$ cat config.mk
export PLATFORM = sky130hd
export DESIGN_NAME = alarm_setter
export DESIGN_NICKNAME = d
export VERILOG_FILES = /design/src/rtl/alarm_setter.sv
export SDC_FILE = /design/constraint.sdc
export NUM_CORES = 1
export LEC_CHECK = 0
export ABC_AREA = 1
export CORE_ASPECT_RATIO = 0.7
export CORE_MARGIN = 3
export CORE_UTILIZATION = 47
export CTS_BUF_LIST = sky130_fd_sc_hd__clkbuf_4 sky130_fd_sc_hd__clkbuf_8
export DETAILED_ROUTE_END_ITERATION = 6
export PLACE_DENSITY = 0.66
export SLEW_MARGIN = 0
export SYNTH_ARGS = -nofsm -noshare
export SYNTH_HDL_FRONTEND = slang
export SYNTH_SLANG_ARGS = --single-unit
$ cat constraint.sdc
create_clock -name clk -period 6.9 [get_ports clk]
set_input_delay 0.69 -clock clk [delete_from_list [all_inputs] [get_ports clk]]
set_output_delay 0.69 -clock clk [all_outputs]
set_load 0.05 [all_outputs]
$ cat src/rtl/alarm_setter.sv
// Alarm-time writer: key edge detection, VIEW/SET_H/SET_M editor, BCD display and seconds-of-day output.
// Define ALARM_SETTER_TIMEOUT_EN to abort uncommitted edits after TIMEOUT_S idle seconds.
module alarm_setter #(
  parameter int TIMEOUT_S = 10,
  parameter int RST_HOUR  = 7,
  parameter int RST_MIN   = 0
) (
  input  logic        clk,
  input  logic        rst,
  input  logic        tick_1hz,
  input  logic        key_mode,
  input  logic        key_inc,
  input  logic        key_dec,
  input  logic        key_en,
  output logic [20:0] count_alarm,
  output logic        alarm_on,
  output logic [1:0]  setting,
  output logic [7:0]  hour_bcd,
  output logic [7:0]  min_bcd
);

  typedef enum logic [1:0] {VIEW = 2'b00, SET_H = 2'b01, SET_M = 2'b10} state_t;

  localparam logic [7:0]  RST_HOUR_BCD = {4'(RST_HOUR / 10), 4'(RST_HOUR % 10)};
  localparam logic [7:0]  RST_MIN_BCD  = {4'(RST_MIN / 10), 4'(RST_MIN % 10)};
  localparam logic [20:0] DISABLED     = 21'h1FFFFF;

  function automatic logic [7:0] bcd_inc(input logic [7:0] v, input logic [7:0] max);
    logic [7:0] r;
    if (v == max)              r = 8'h00;
    else if (v[3:0] == 4'd9)   r = {v[7:4] + 4'd1, 4'd0};
    else                       r = {v[7:4], v[3:0] + 4'd1};
    return r;
  endfunction

  function automatic logic [7:0] bcd_dec(input logic [7:0] v, input logic [7:0] max);
    logic [7:0] r;
    if (v == 8'h00)            r = max;
    else if (v[3:0] == 4'd0)   r = {v[7:4] - 4'd1, 4'd9};
    else                       r = {v[7:4], v[3:0] - 4'd1};
    return r;
  endfunction

  function automatic logic [20:0] bcd_seconds(input logic [7:0] h, input logic [7:0] m);
    logic [20:0] hb, mb;
    hb = 21'(h[7:4]) * 21'd10 + 21'(h[3:0]);
    mb = 21'(m[7:4]) * 21'd10 + 21'(m[3:0]);
    return hb * 21'd3600 + mb * 21'd60;
  endfunction

  logic [3:0]  key_q, key_d, key_prev_q, key_prev_d;
  state_t      state_q, state_d;
  logic        alarm_on_q, alarm_on_d;
  logic [7:0]  com_h_q, com_h_d, com_m_q, com_m_d;
  logic [7:0]  sh_h_q, sh_h_d, sh_m_q, sh_m_d;
  logic [20:0] count_q, count_d;
  logic        ev_mode, ev_inc, ev_dec, ev_en, step_up, step_dn;

`ifdef ALARM_SETTER_TIMEOUT_EN
  logic [5:0]  idle_q, idle_d;
`else
  logic        unused_tick_1hz;
  assign unused_tick_1hz = tick_1hz;
`endif

  // Events come from the registered sample against the one before it, so a held key fires once.
  assign ev_mode = key_q[0] & ~key_prev_q[0];
  assign ev_inc  = key_q[1] & ~key_prev_q[1];
  assign ev_dec  = key_q[2] & ~key_prev_q[2];
  assign ev_en   = key_q[3] & ~key_prev_q[3];
  assign step_up = ev_inc & ~ev_dec;
  assign step_dn = ev_dec & ~ev_inc;

  always_comb begin
    // NOTE: every signal gets its hold value first so no path through this block infers a latch.
    key_d      = {key_en, key_dec, key_inc, key_mode};
    key_prev_d = key_q;
    state_d    = state_q;
    alarm_on_d = alarm_on_q;
    com_h_d    = com_h_q;
    com_m_d    = com_m_q;
    sh_h_d     = sh_h_q;
    sh_m_d     = sh_m_q;

    unique case (state_q)
      VIEW: begin
        if (ev_mode) begin
          sh_h_d  = com_h_q;
          sh_m_d  = com_m_q;
          state_d = SET_H;
        end
        if (ev_en) alarm_on_d = ~alarm_on_q;
      end
      SET_H: begin
        if (ev_mode)      state_d = SET_M;
        else if (step_up) sh_h_d  = bcd_inc(sh_h_q, 8'h23);
        else if (step_dn) sh_h_d  = bcd_dec(sh_h_q, 8'h23);
      end
      SET_M: begin
        if (ev_mode) begin
          com_h_d = sh_h_q;
          com_m_d = sh_m_q;
          state_d = VIEW;
        end
        else if (step_up) sh_m_d = bcd_inc(sh_m_q, 8'h59);
        else if (step_dn) sh_m_d = bcd_dec(sh_m_q, 8'h59);
      end
      default: state_d = VIEW;
    endcase

`ifdef ALARM_SETTER_TIMEOUT_EN
    // Any key event clears the counter, so a mode event always beats the timeout.
    idle_d = idle_q;
    if (state_q == VIEW || ev_mode || ev_inc || ev_dec || ev_en) idle_d = '0;
    else if (tick_1hz)                                          idle_d = idle_q + 6'd1;
    if (state_q != VIEW && idle_d == 6'(TIMEOUT_S)) begin
      state_d = VIEW;
      sh_h_d  = com_h_q;
      sh_m_d  = com_m_q;
    end
`endif

    count_d = alarm_on_q ? bcd_seconds(com_h_q, com_m_q) : DISABLED;
  end

  // NOTE: state is updated with non-blocking assignments; rst is only seen on a rising clk edge.
  always_ff @(posedge clk) begin
    if (rst) begin
      key_q      <= '0;
      key_prev_q <= '0;
      state_q    <= VIEW;
      alarm_on_q <= 1'b0;
      com_h_q    <= RST_HOUR_BCD;
      com_m_q    <= RST_MIN_BCD;
      sh_h_q     <= RST_HOUR_BCD;
      sh_m_q     <= RST_MIN_BCD;
      count_q    <= DISABLED;
`ifdef ALARM_SETTER_TIMEOUT_EN
      idle_q     <= '0;
`endif
    end else begin
      key_q      <= key_d;
      key_prev_q <= key_prev_d;
      state_q    <= state_d;
      alarm_on_q <= alarm_on_d;
      com_h_q    <= com_h_d;
      com_m_q    <= com_m_d;
      sh_h_q     <= sh_h_d;
      sh_m_q     <= sh_m_d;
      count_q    <= count_d;
`ifdef ALARM_SETTER_TIMEOUT_EN
      idle_q     <= idle_d;
`endif
    end
  end

  assign count_alarm = count_q;
  assign alarm_on    = alarm_on_q;
  assign setting     = state_q;
  assign hour_bcd    = (state_q == VIEW) ? com_h_q : sh_h_q;
  assign min_bcd     = (state_q == VIEW) ? com_m_q : sh_m_q;

endmodule

==> metrics.md <==
| Metric | Value |
|---|---|
| Worst Skew | ~9.6 ps |
| CTS tree | yes |
| Worst min path class | reg2reg |
| All-Layer GR Usage | between 10% and 20% |
| Fin. Hold Viols | 0 |
| Layout Cells excl Fill | roughly 1,100 |
| Ys Warns | 0 |
| Clock root buffer | clkbuf_8 |
| Library cells used by synthesis | 41 |
| Synthesized area | 6280 um2 |
| Initial core utilization | between 40% and 50% |
| Die height | ~100 um |
| Postcts setup bufs | 0 |
| Syn avg cell area | approximately 7.2 um2 |
| Drt drc | 0 |
| Worst Path Max Fanout | 6 |
| # fillers | 1,251 |
| Crit. End Element | flip-flop |
| Synth top area share | approximately a fifth |
| Async SR Flop Fraction | 0% |
| H-tree Lvls | 3 |
| Largest net degree at the start of global routing | 34 |
| Hold buffer count at CTS | 0 |
| Leak Pwr | about 3.6 nW |
| Detailed-route wire length per cell | about 13 um |
| Max-slew violation count | 0 |
| Post-detail-place hpwl | 11.1 mm |
| Slew of the pin with the lowest slew margin | between 1000 and 1500 ps |
| P&R area growth vs syn | 12.3% |
| Peak Freq | 174 MHz |
| Max-cap violations | 0 |
| Post-placement cell count | between 1,000 and 1,500 |
| Ranking of synthesized cells by area | dfxtp_1 (20%), ha_1 (20%), nand2_1 (10%), fa_1 (8.3%), inv_1 (7.8%) |
| Overflow after GRT | 0 |
| Crit-path max cell delay | approximately 540 ps |
| DR vias | roughly 5,600 |
| Die area | around 15,000 um2 |
| Most numerous cell on the critical path | ha_1 |
| Clk buf depth | 2 |
| EDFF count, synth | 0 |
| Critical path's top delay family | adder cells |
| Sequential share of the synthesized area | 20.1% |
| Routability Congestion | between 0.9 and 1 |
| Mapped Nets | 1,002 |
| Detail Route Antenna Nets | 0 |
| RSZ-0062 raised after global routing | no |
| CTS sink count | 63 |
| Seq cells post-synth | 63 |
| Initial antenna violation count | 0 |
| Critical Path RT | around 7100 ps |
| Slowest-stage cell, CP | fa_1 |
| Num CTS Buffers | 9 |
| Post-cts sizing count | 0 |
| Vias/cell | 5.17 |
| Ports | 47 |
| VDD IR-drop max | 0.0852 mV |
| Mapped Cells | around 870 |
| Inserted Diodes | 0 |
| Leading area contributor after synthesis | dfxtp_1 |
| Setup Viol. Count Final | 0 |
| Part of the cycle the worst path needs | a little over four fifths |
| Synth Flop Type | dfxtp_1 |
| Number of global-route vias before repair | roughly 4,800 |
| First-pass GRT wire length | about 23 mm |
| Slew headroom | between 20% and 30% |
| P per Cell Area | 172 nW/um2 |
| CORE AREA | roughly 13,000 um2 |
| NumNets Final | 1,044 |
| Worst-Skew Late Latency | approximately 360 ps |
| Run status | complete, no violations |
| Critical path buffers and inverters | 4 |
| Share of cells above drive strength 1 | 4.68% |
| Clock transition at path regs | 90 ps |
| Placement Rows | 34 |
| Port buffer count | 45 |
| Total wire length | 13.9 mm |
| Min Tclk post-route | 5740 ps |
| Pre-antenna DRT Iters | 5 |
| Crit path DAT | around 6000 ps |
| Die X-Extent | 144 um |
| WS Path Type | reg2reg |
| Crit start category | flip-flop |
| Total negative slack | 0 ps |
| 1st-iter DRT viols | ~340 |
==> through the flow <==
step	instance area, um2	setup WS, ps	hold WS [ps]	total power [mW]	utilization, %
after floorplan	6280	1780	402	0.790	-
after CTS	7050	1170	428	1.22	55.4
after detailed placement	6870	1200	416	0.903	54.0
after global placement	6870	1290	415	0.901	54.0
after global routing	7050	628	459	1.30	55.4
final	7050	1160	426	1.21	55.4
==> registers in the layout, summed over array words and instances, names as in the netlist <==
signal and count:
sh_h_q 8, com_h_q 8, sh_m_q 8, com_m_q 8, alarm_on 1, setting 2, key_prev_q 4, key_prev_d 4
count_alarm 20
==> synth_stat cells (all sizes together) (9+ instances only) <==
cell type	count
o21ai	67
inv	137
dfxtp	63
a21oi	58
nand3	59
o211ai	12
fa	26
ha	98
nor2	75
nand2	170
xor2	28
nand4	14
clkbuf	9
xnor2	11
==> layer usage <==
layer	vias to the layer above	track usage (%)	part of all wire, %
li1	2940	-	-
met4	0	3.80	0.86
met3	11	3.48	4.9
met2	109	27.2	41
met5	-	0	0
met1	2523	29.7	53
==> worst register-to-register path, stage by stage, from the launching register on <==
cell,delay (ps)
dfxtp_1,470
ha_1,300
ha_1,220
fa_1,540
xor2_1,400
inv_1,120
ha_1,340
xnor2_1,150
fa_1,510
inv_1,40
ha_1,340
a21oi_1,150
o21ai_0,130
a21oi_1,210
nor2_1,60
nor2_1,120
xor2_1,150
inv_1,60
ha_1,320
inv_1,70
o21bai_1,260
nand3_1,110
nand4_1,250
nand3_1,130
nand2_1,70
nand3_1,60
==> kinds of logic after synthesis <==
| logic type | Yosys count | synth area share (%) |
|---|---|---|
| AND/OR/NAND/NOR | 335 | 23.2 |
| AO/OA/AOI/OAI | 158 | 13.9 |
| buffers and inverters | 152 | 9.35 |
| adder cells (fa/ha/maj) | 124 | 27.8 |
| flip-flops | 63 | 20.1 |
| XOR/XNOR | 39 | 5.68 |
==> cell usage in the layout (no fill, tap or decap), types with 2 or more instances in the layout <==
| cell type | n |
|---|---|
| o21ai_0 | 67 |
| nor3_1 | 4 |
| inv_2 | 5 |
| nand3_1 | 59 |
| a21o_1 | 2 |
| xnor2_1 | 11 |
| xor2_1 | 26 |
| fa_1 | 26 |
| xor2_2 | 2 |
| nor2_2 | 5 |
| nor3_2 | 2 |
| a31oi_1 | 5 |
| o211ai_1 | 12 |
| nand2_1 | 169 |
| inv_6 | 2 |
| o21a_1 | 2 |
| dfxtp_1 | 63 |
| ha_1 | 98 |
| a21oi_1 | 58 |
| clkbuf_8 | 9 |
| or2_2 | 6 |
| inv_1 | 131 |
| nor4_1 | 2 |
| nand4_1 | 14 |
| o21bai_1 | 6 |
| clkdlybuf4s50_1 | 45 |
| nor2_4 | 2 |
| clkinvlp_4 | 4 |
| nor2_1 | 67 |
==> power by group <==
part | leakage (nW) | internal, mW | switching (mW)
Clock | 0.0785 | 0.133 | 0.178
Combinational | 2.97 | 0.174 | 0.320
Sequential | 0.515 | 0.385 | 0.0215
Total | 3.56 | 0.691 | 0.520
==> path summary, 6_finish.rpt <==
check / start / end / slack, ps / cells after the start
max: com_m_q[5] / count_alarm[19] / 1160 / 25
max reg2reg: com_m_q[5] / count_alarm[19] / 1160 / 25
min reg2reg: key_prev_d[2] / key_prev_q[2] / 430 / 2
min: key_prev_d[2] / key_prev_q[2] / 430 / 2
==> area by class of cell <==
cell class                 instances  area, um2  share of cell area (%)
multi-input combinational        656       4430                    62.9
sequential                        63       1260                    17.9
inverter                         138        520                    7.39
timing repair buffer              45        450                    6.39
tap                              162        203                    2.88
clock buffer                       9        124                    1.76
clock inverter                     7       56.3                   0.799
Power figures use the tool's default switching activity.
